`config.mk`:
```
export PLATFORM = sky130hd
export DESIGN_NAME = regfile_wr_arbiter_flat
export DESIGN_NICKNAME = d
export VERILOG_FILES = /design/src/rtl/regfile_wr_arbiter_pkg.sv /design/src/rtl/regfile_wr_arbiter_if.sv /design/src/rtl/regfile_wr_arbiter_wr_hold_buf.sv /design/src/rtl/regfile_wr_arbiter.sv /design/src/flat_wrapper.sv
export SDC_FILE = /design/constraint.sdc
export NUM_CORES = 1
export LEC_CHECK = 0
export CAP_MARGIN = 20
export CORE_MARGIN = 3
export CORE_UTILIZATION = 45
export DETAILED_ROUTE_END_ITERATION = 6
export MAX_ROUTING_LAYER = met4
export PLACE_DENSITY = 0.82
export SETUP_SLACK_MARGIN = 0.05
export SKIP_LAST_GASP = 1
export SYNTH_ARGS = -nofsm -noshare
export SYNTH_HDL_FRONTEND = slang
export SYNTH_SLANG_ARGS = --single-unit
export TNS_END_PERCENT = 1
```
`constraint.sdc`:
```
create_clock -name clk -period 2.1 [get_ports clk]
set_clock_uncertainty 0.1 [all_clocks]
set_input_delay 0.525 -clock clk [delete_from_list [all_inputs] [get_ports clk]]
set_output_delay 0.525 -clock clk [all_outputs]
set_load 0.02 [all_outputs]
```
`src/rtl/regfile_wr_arbiter_pkg.sv`:
```
`default_nettype none
// ============================================================================
// Module      : regfile_arb_pkg
// Description : Shared types and default widths for the register-file write
//               port arbiter (request struct, grant encoding).
// Ports       : none (package)
// Revision    : 1.0 - initial release
// ============================================================================
package regfile_arb_pkg;

    localparam int unsigned c_data_w_dflt       = 32;
    localparam int unsigned c_addr_w_dflt       = 5;
    localparam int unsigned c_starve_limit_dflt = 4;

    // One register-file write at the default widths.
    typedef struct packed {
        logic [c_addr_w_dflt-1:0] addr;
        logic [c_data_w_dflt-1:0] data;
    } wr_req_t;

    // Which source owns the write port in the current cycle.
    typedef enum logic [1:0] {
        GNT_NONE = 2'd0,
        GNT_WB   = 2'd1,
        GNT_LLU  = 2'd2,
        GNT_DBG  = 2'd3
    } gnt_e;

endpackage : regfile_arb_pkg
`default_nettype wire

```
`src/rtl/regfile_wr_arbiter_if.sv`:
```
`default_nettype none
// ============================================================================
// Module      : regfile_wr_arbiter_if
// Description : Bundle of the three writer channels (WB, LLU, DBG), the
//               stall request, and the register-file write port.
//               slave  : arbiter side (sources in, RF port out)
//               master : source/environment side
// Ports       : none (signals only)
// Revision    : 1.0 - initial release
// ============================================================================
interface regfile_wr_arbiter_if
    import regfile_arb_pkg::*;
#(
    parameter int unsigned DATA_W = c_data_w_dflt,
    parameter int unsigned ADDR_W = c_addr_w_dflt
) ();

    logic              wb_valid;
    logic [ADDR_W-1:0] wb_addr;
    logic [DATA_W-1:0] wb_data;

    logic              llu_valid;
    logic [ADDR_W-1:0] llu_addr;
    logic [DATA_W-1:0] llu_data;
    logic              llu_ready;

    logic              dbg_valid;
    logic [ADDR_W-1:0] dbg_addr;
    logic [DATA_W-1:0] dbg_data;
    logic              dbg_ready;

    logic              stall_req;
    logic              rf_we;
    logic [ADDR_W-1:0] rf_waddr;
    logic [DATA_W-1:0] rf_wdata;
    logic              busy;

    modport slave (
        input  wb_valid, wb_addr, wb_data,
        input  llu_valid, llu_addr, llu_data,
        input  dbg_valid, dbg_addr, dbg_data,
        output llu_ready, dbg_ready, stall_req,
        output rf_we, rf_waddr, rf_wdata, busy
    );

    modport master (
        output wb_valid, wb_addr, wb_data,
        output llu_valid, llu_addr, llu_data,
        output dbg_valid, dbg_addr, dbg_data,
        input  llu_ready, dbg_ready, stall_req,
        input  rf_we, rf_waddr, rf_wdata, busy
    );

endinterface : regfile_wr_arbiter_if
`default_nettype wire

```
`src/rtl/regfile_wr_arbiter_wr_hold_buf.sv`:
```
`default_nettype none
// ============================================================================
// Module      : wr_hold_buf
// Description : One-entry valid/ready holding buffer for a deferred register
//               write. Ready only while empty, so peak rate is one write every
//               two cycles. The entry is released by i_pop.
// Ports       : clk, rst (sync, active-low)
//               i_valid/i_addr/i_data/o_ready : upstream handshake
//               i_pop                         : entry granted this cycle
//               o_full/o_addr/o_data          : held entry
// Revision    : 1.0 - initial release
// ============================================================================
module wr_hold_buf #(
    parameter int unsigned DATA_W = 32,
    parameter int unsigned ADDR_W = 5
) (
    input  wire logic              clk,
    input  wire logic              rst,
    input  wire logic              i_valid,
    input  wire logic [ADDR_W-1:0] i_addr,
    input  wire logic [DATA_W-1:0] i_data,
    output      logic              o_ready,
    input  wire logic              i_pop,
    output      logic              o_full,
    output      logic [ADDR_W-1:0] o_addr,
    output      logic [DATA_W-1:0] o_data
);

    logic              r_full;
    logic [ADDR_W-1:0] r_addr;
    logic [DATA_W-1:0] r_data;
    logic              w_accept;

    // Ready is suppressed during reset so nothing is accepted into a buffer
    // that is being cleared.
    assign o_ready  = ~r_full & rst;
    assign w_accept = i_valid & o_ready;

    // Pop requires a full entry and accept requires an empty one, so the two
    // are mutually exclusive.
    always_ff @(posedge clk) begin
        if (!rst) begin
            r_full <= 1'b0;
            r_addr <= '0;
            r_data <= '0;
        end else if (i_pop) begin
            r_full <= 1'b0;
        end else if (w_accept) begin
            r_full <= 1'b1;
            r_addr <= i_addr;
            r_data <= i_data;
        end
    end

    assign o_full = r_full;
    assign o_addr = r_addr;
    assign o_data = r_data;

endmodule : wr_hold_buf
`default_nettype wire

```
`src/rtl/regfile_wr_arbiter.sv`:
```
`default_nettype none
// ============================================================================
// Module      : regfile_wr_arbiter
// Description : Shares the register file's single write port between the
//               writeback stage (fixed priority), a long-latency unit and the
//               debug port (both buffered, round-robin). A starvation counter
//               requests a pipeline stall so buffered writes always drain.
// Ports       : clk        sole clock
//               rst        synchronous, active-low reset
//               bus        regfile_wr_arbiter_if.slave (writer channels,
//                          stall_req, busy, registered RF write port)
// Revision    : 1.0 - initial release
// ============================================================================
module regfile_wr_arbiter
    import regfile_arb_pkg::*;
#(
    parameter int unsigned DATA_W       = c_data_w_dflt,
    parameter int unsigned ADDR_W       = c_addr_w_dflt,
    parameter int unsigned STARVE_LIMIT = c_starve_limit_dflt
) (
    input  wire logic            clk,
    input  wire logic            rst,
    regfile_wr_arbiter_if.slave  bus
);

    localparam int unsigned        c_cnt_w     = $clog2(STARVE_LIMIT + 1);
    localparam logic [c_cnt_w-1:0] c_cnt_limit = c_cnt_w'(STARVE_LIMIT);
    localparam logic [c_cnt_w-1:0] c_cnt_one   = c_cnt_w'(1);

    logic              w_llu_full, w_dbg_full;
    logic [ADDR_W-1:0] w_llu_addr, w_dbg_addr;
    logic [DATA_W-1:0] w_llu_data, w_dbg_data;
    logic              w_llu_pop, w_dbg_pop;

    gnt_e              w_gnt;
    logic [ADDR_W-1:0] w_win_addr;
    logic [DATA_W-1:0] w_win_data;
    logic              w_any_full;
    logic              w_buf_gnt;

    logic              r_rr_llu;       // 1: LLU wins the next two-way contest
    logic [c_cnt_w-1:0] r_starve_cnt;
    logic              r_rf_we;
    logic [ADDR_W-1:0] r_rf_waddr;
    logic [DATA_W-1:0] r_rf_wdata;

    // ------------------------------------------------------------------
    // Holding buffers
    // ------------------------------------------------------------------
    wr_hold_buf #(.DATA_W(DATA_W), .ADDR_W(ADDR_W)) u_llu_buf (
        .clk     (clk),
        .rst     (rst),
        .i_valid (bus.llu_valid),
        .i_addr  (bus.llu_addr),
        .i_data  (bus.llu_data),
        .o_ready (bus.llu_ready),
        .i_pop   (w_llu_pop),
        .o_full  (w_llu_full),
        .o_addr  (w_llu_addr),
        .o_data  (w_llu_data)
    );

    wr_hold_buf #(.DATA_W(DATA_W), .ADDR_W(ADDR_W)) u_dbg_buf (
        .clk     (clk),
        .rst     (rst),
        .i_valid (bus.dbg_valid),
        .i_addr  (bus.dbg_addr),
        .i_data  (bus.dbg_data),
        .o_ready (bus.dbg_ready),
        .i_pop   (w_dbg_pop),
        .o_full  (w_dbg_full),
        .o_addr  (w_dbg_addr),
        .o_data  (w_dbg_data)
    );

    assign w_any_full = w_llu_full | w_dbg_full;

    // ------------------------------------------------------------------
    // Grant: WB always wins; buffered sources only compete among themselves
    // ------------------------------------------------------------------
    always_comb begin
        w_gnt = GNT_NONE;
        if (bus.wb_valid) begin
            w_gnt = GNT_WB;
        end else if (w_llu_full && w_dbg_full) begin
            w_gnt = r_rr_llu ? GNT_LLU : GNT_DBG;
        end else if (w_llu_full) begin
            w_gnt = GNT_LLU;
        end else if (w_dbg_full) begin
            w_gnt = GNT_DBG;
        end
    end

    always_comb begin
        w_win_addr = bus.wb_addr;
        w_win_data = bus.wb_data;
        case (w_gnt)
            GNT_LLU: begin
                w_win_addr = w_llu_addr;
                w_win_data = w_llu_data;
            end
            GNT_DBG: begin
                w_win_addr = w_dbg_addr;
                w_win_data = w_dbg_data;
            end
            default: begin
                w_win_addr = bus.wb_addr;
                w_win_data = bus.wb_data;
            end
        endcase
    end

    assign w_llu_pop = (w_gnt == GNT_LLU);
    assign w_dbg_pop = (w_gnt == GNT_DBG);
    assign w_buf_gnt = w_llu_pop | w_dbg_pop;

    // ------------------------------------------------------------------
    // Round-robin pointer: moves only when both buffers actually contended
    // ------------------------------------------------------------------
    always_ff @(posedge clk) begin
        if (!rst) begin
            r_rr_llu <= 1'b1;
        end else if (!bus.wb_valid && w_llu_full && w_dbg_full) begin
            r_rr_llu <= ~r_rr_llu;
        end
    end

    // ------------------------------------------------------------------
    // Starvation counter: counts WB wins over a waiting buffered write
    // ------------------------------------------------------------------
    always_ff @(posedge clk) begin
        if (!rst) begin
            r_starve_cnt <= '0;
        end else if (w_buf_gnt || !w_any_full) begin
            r_starve_cnt <= '0;
        end else if ((w_gnt == GNT_WB) && (r_starve_cnt != c_cnt_limit)) begin
            r_starve_cnt <= r_starve_cnt + c_cnt_one;
        end
    end

    // ------------------------------------------------------------------
    // Registered write port. Writes to x0 still consume their grant but
    // never assert the write enable.
    // ------------------------------------------------------------------
    always_ff @(posedge clk) begin
        if (!rst) begin
            r_rf_we    <= 1'b0;
            r_rf_waddr <= '0;
            r_rf_wdata <= '0;
        end else if (w_gnt != GNT_NONE) begin
            r_rf_we    <= (w_win_addr != '0);
            r_rf_waddr <= w_win_addr;
            r_rf_wdata <= w_win_data;
        end else begin
            r_rf_we    <= 1'b0;
        end
    end

    assign bus.rf_we     = r_rf_we;
    assign bus.rf_waddr  = r_rf_waddr;
    assign bus.rf_wdata  = r_rf_wdata;
    assign bus.stall_req = (r_starve_cnt == c_cnt_limit);
    assign bus.busy      = w_any_full;

endmodule : regfile_wr_arbiter
`default_nettype wire

```
`src/flat_wrapper.sv`:
```
// flat-port wrapper written by rule: the top's interface ports become plain ports
module regfile_wr_arbiter_flat import regfile_arb_pkg::*;
#(
    parameter int unsigned DATA_W       = c_data_w_dflt,
    parameter int unsigned ADDR_W       = c_addr_w_dflt,
    parameter int unsigned STARVE_LIMIT = c_starve_limit_dflt
)
  (clk, rst, bus_wb_valid, bus_wb_addr, bus_wb_data, bus_llu_valid, bus_llu_addr, bus_llu_data, bus_dbg_valid, bus_dbg_addr, bus_dbg_data, bus_llu_ready, bus_dbg_ready, bus_stall_req, bus_rf_we, bus_rf_waddr, bus_rf_wdata, bus_busy);
  regfile_wr_arbiter_if #(.DATA_W(DATA_W), .ADDR_W(ADDR_W)) bus_i ();
  input  wire logic clk;
  input  wire logic rst;
  input wire logic [$bits(bus_i.wb_valid)-1:0] bus_wb_valid;
  input wire logic [$bits(bus_i.wb_addr)-1:0] bus_wb_addr;
  input wire logic [$bits(bus_i.wb_data)-1:0] bus_wb_data;
  input wire logic [$bits(bus_i.llu_valid)-1:0] bus_llu_valid;
  input wire logic [$bits(bus_i.llu_addr)-1:0] bus_llu_addr;
  input wire logic [$bits(bus_i.llu_data)-1:0] bus_llu_data;
  input wire logic [$bits(bus_i.dbg_valid)-1:0] bus_dbg_valid;
  input wire logic [$bits(bus_i.dbg_addr)-1:0] bus_dbg_addr;
  input wire logic [$bits(bus_i.dbg_data)-1:0] bus_dbg_data;
  output wire logic [$bits(bus_i.llu_ready)-1:0] bus_llu_ready;
  output wire logic [$bits(bus_i.dbg_ready)-1:0] bus_dbg_ready;
  output wire logic [$bits(bus_i.stall_req)-1:0] bus_stall_req;
  output wire logic [$bits(bus_i.rf_we)-1:0] bus_rf_we;
  output wire logic [$bits(bus_i.rf_waddr)-1:0] bus_rf_waddr;
  output wire logic [$bits(bus_i.rf_wdata)-1:0] bus_rf_wdata;
  output wire logic [$bits(bus_i.busy)-1:0] bus_busy;
  assign bus_i.wb_valid = bus_wb_valid;
  assign bus_i.wb_addr = bus_wb_addr;
  assign bus_i.wb_data = bus_wb_data;
  assign bus_i.llu_valid = bus_llu_valid;
  assign bus_i.llu_addr = bus_llu_addr;
  assign bus_i.llu_data = bus_llu_data;
  assign bus_i.dbg_valid = bus_dbg_valid;
  assign bus_i.dbg_addr = bus_dbg_addr;
  assign bus_i.dbg_data = bus_dbg_data;
  assign bus_llu_ready = bus_i.llu_ready;
  assign bus_dbg_ready = bus_i.dbg_ready;
  assign bus_stall_req = bus_i.stall_req;
  assign bus_rf_we = bus_i.rf_we;
  assign bus_rf_waddr = bus_i.rf_waddr;
  assign bus_rf_wdata = bus_i.rf_wdata;
  assign bus_busy = bus_i.busy;
  regfile_wr_arbiter #(.DATA_W(DATA_W), .ADDR_W(ADDR_W), .STARVE_LIMIT(STARVE_LIMIT)) u_core (.clk(clk), .rst(rst), .bus(bus_i));
endmodule
```
==> flow_metrics.env, run 1 <==
export IMPL_drv_cap=0
export IMPL_core_area_mm2=0.00982
export IMPL_drv_slew=0
export IMPL_synth_seq_cells=118
export IMPL_status="finished, violations left"
export IMPL_numCtsBuffers=17
export IMPL_fin_nets=834
export IMPL_fmax_mhz=449
export IMPL_cp_required_ns=1.47
export IMPL_drt_initial_drc_count=327
export IMPL_wl_um=13700
export IMPL_drc_errors=0
export IMPL_synth_ff_type="dfxtp_1"
export IMPL_dp_hpwl_um=9290
export IMPL_num_vias=4589
export IMPL_synth_edff_count=0
export IMPL_clock_path_buffers=2
export IMPL_postSynthCellCount=570
export IMPL_endpoint_kind="primary output"
export IMPL_clock_sinks=118
export IMPL_track_usage=0.247
export IMPL_synth_distinct_cells=29
export IMPL_die_height_um=107
export IMPL_setup_viol=4
export IMPL_grt_pass1_vias=4553
export IMPL_slew_limit_headroom=0.621
export IMPL_antenna_left=0
export IMPL_grt_ovfl_total=0
export IMPL_async_flop_share=0
export IMPL_drtPass1Iterations=7
export IMPL_stdcell_count=862
export IMPL_leakage_nw=2.60
export IMPL_dieWidth_um=107
export IMPL_avgViaCountPerCell=5.32
export IMPL_tightest_slew_ns=0.569
export IMPL_post_cts_repair_setup_buffers=0
export IMPL_placed_cells=830
export IMPL_critPathArrivalTime_ns=1.60
export IMPL_multi_input_area_mm2=0.00200
export IMPL_insertedDiodeCount=0
export IMPL_setup_tns_ns=-0.228
export IMPL_num_rows=36
export IMPL_cp_max_fo=3
export IMPL_violations="negative setup slack"
export IMPL_finalCritPeriodShare=1.06
export IMPL_critical_path_startpoint_type="register"
export IMPL_yosys_warnings=0
export IMPL_clk_pin_slew_worst_paths_ns=0.06
export IMPL_seq_area_frac_synth=0.517
export IMPL_hold_ws_ns=0.335
export IMPL_routedWlPerCell_um=15.9
export IMPL_die_area_mm2=0.0114
export IMPL_seq_area_mm2=0.00236
export IMPL_fillers=801
export IMPL_drive_gt1_frac=0.0809
export IMPL_synth_area_per_cell_um2=8.02
export IMPL_rsz0062_at_grt="yes"
export IMPL_area_delta_synth_final_pct=51.6
export IMPL_pre_cts_ws_ns=0.0352
export IMPL_gp_congestion=0.820
export IMPL_final_core_util=0.706
export IMPL_cts_tree="yes"
export IMPL_path_class="reg -> out"
export IMPL_pwr_density_cell_mw_per_mm2=930
export IMPL_ctsHtreeMaxLevel=4
export IMPL_clkLatencyLatePin_ns=0.50
export IMPL_cts_root_buf="clkbuf_8"
export IMPL_layout_setup_ws_ns=-0.127
export IMPL_hold_viol_final=0
export IMPL_grt_pass1_wl_um=21700
export IMPL_syn_cell_area_mm2=0.00457
export IMPL_irDropWorstVdd_v=0.000442
export IMPL_port_buffers=157
export IMPL_start_util=0.465
export IMPL_antenna_found_initial=0
export IMPL_hold_class="in -> reg"
export IMPL_ios=158
export IMPL_post_route_min_period_ns=2.23
export IMPL_synth_nets=688
export IMPL_grt_max_degree=62
## per-stage QoR
stage          instance area, um^2  total power (W)
3_5_place_dp                  6290          0.00346
5_1_grt                       6930          0.00668
2_1_floorplan                 4570          0.00296
6_report                      6930          0.00644
4_1_cts                       6920          0.00648
3_3_place_gp                  6290          0.00343
## Yosys cell counts, types with 2 or more instances
cell type  number  area [um^2]
nor2_1          5         18.8
ha_1            2         25.0
a222oi_1        5         50.1
a221oi_1       32          280
nand2_1       191          717
dfxtp_1       118         2360
nor2b_1         2         12.5
nand2b_1        2         12.5
o21ai_0       108          541
o211a_1         5         50.1
inv_1           3         11.3
a21oi_1        34          170
and2_1          2         12.5
clkbuf_1       24         90.1
buf_2          23          115
## final timing paths
check | start | endpoint | slack (ns) | cells after the start
setup / recovery | u_core.r_starve_cnt[0]$_SDFFE_PP0P_ | bus_stall_req | -0.13 | 5
hold / removal | rst | u_core.u_dbg_buf.o_data[3]$_SDFFE_PN0P_ | 0.34 | 4
setup reg to reg | u_core.u_dbg_buf.o_full$_SDFFE_PP0P_ | u_core.bus.rf_wdata[3]$_SDFFE_PN0N_ | 0.21 | 5
hold reg to reg | u_core.u_llu_buf.o_data[19]$_SDFFE_PN0P_ | u_core.bus.rf_wdata[19]$_SDFFE_PN0N_ | 0.35 | 2
## registers in the layout, indices dropped and copies added, names as in the netlist
signal and flops:
u_core.u_llu_buf.o_data 32, u_core.r_rr_llu 1, u_core.u_dbg_buf.o_data 32, u_core.u_llu_buf.o_addr 5, u_core.u_dbg_buf.o_addr 5, u_core.r_starve_cnt 3
u_core.u_dbg_buf.o_full 1, u_core.bus.rf_we 1, u_core.bus.rf_waddr 5, u_core.u_llu_buf.o_full 1, u_core.bus.rf_wdata 32
## routing by layer
metal  vias up  wire (um)  global-route usage
met3        25       1090              0.0728
met4         0        220              0.0849
li1       2252          -                   -
met1      2107       5650               0.287
met5         -          0                   -
met2       205       6740               0.411
## repair_timing
| item | CTS | global route |
|---|---|---|
| resized for setup | 5 | 2 |
| setup endpoints to repair | 41 | 42 |
| hold buffers | 0 | 0 |
## report_power, final
| group | internal (W) | switching (W) | leakage [nW] |
|---|---|---|---|
| Sequential | 0.00242 | 0.0000987 | 0.974 |
| Combinational | 0.000466 | 0.000437 | 1.31 |
| Clock | 0.00208 | 0.000946 | 0.311 |
| Total | 0.00496 | 0.00148 | 2.60 |
## cell type report
type,instances,area share
flip-flops and latches,118,0.341
multi-input cells,400,0.288
repair buffers,176,0.254
clock buffers,24,0.0708
well taps,133,0.0240
clock inverters,8,0.0206
inverters,3,0.00163
## cell families (layout without fill, tap and decap cells)
| family | after synthesis | after routing | synth area share |
|---|---|---|---|
| AO/OA/AOI/OAI | 185 | 185 | 0.240 |
| flip-flops | 118 | 118 | 0.517 |
| XOR/XNOR | 2 | 2 | 0.00383 |
| adder cells (fa/ha/maj) | 2 | 2 | 0.00548 |
| buffers and inverters | 52 | 211 | 0.0507 |
| AND/OR/NAND/NOR | 211 | 211 | 0.183 |
## cells in the final DEF (no fill, tap or decap), types with 2 or more instances in the layout
master,instances
o211a_1,5
a222oi_1,5
and2_2,2
nor2_1,5
nand2b_1,2
clkinv_2,3
nand2_1,191
dlygate4sd2_1,2
clkbuf_8,6
clkdlybuf4s50_1,151
buf_12,4
bufinv_16,4
ha_1,2
clkbuf_16,16
a221oi_1,32
buf_4,16
clkbuf_1,2
o21ai_0,108
dfxtp_1,117
nor2b_1,2
a21oi_1,33
inv_1,3
## critical path, cell delays in order, from the launching register on
cell and delay [ns]:
dfxtp_2 0.35, inv_1 0.05, ha_1 0.21, nand2_1 0.15, inv_1 0.09, clkdlybuf4s15_2 0.27
Note: power is estimated with default switching activity, not from simulation.
==> inputs of run 2 (changes only) <==
--- a/config.mk
+++ b/config.mk
@@ -13,6 +13,7 @@
 export PLACE_DENSITY = 0.82
 export SETUP_SLACK_MARGIN = 0.05
 export SKIP_LAST_GASP = 1
+export SLEW_MARGIN = 0
 export SYNTH_ARGS = -nofsm -noshare
 export SYNTH_HDL_FRONTEND = slang
 export SYNTH_SLANG_ARGS = --single-unit
==> results of run 2 <==
Same layout as run 1: the final DEF is identical, and so are final timing and power.
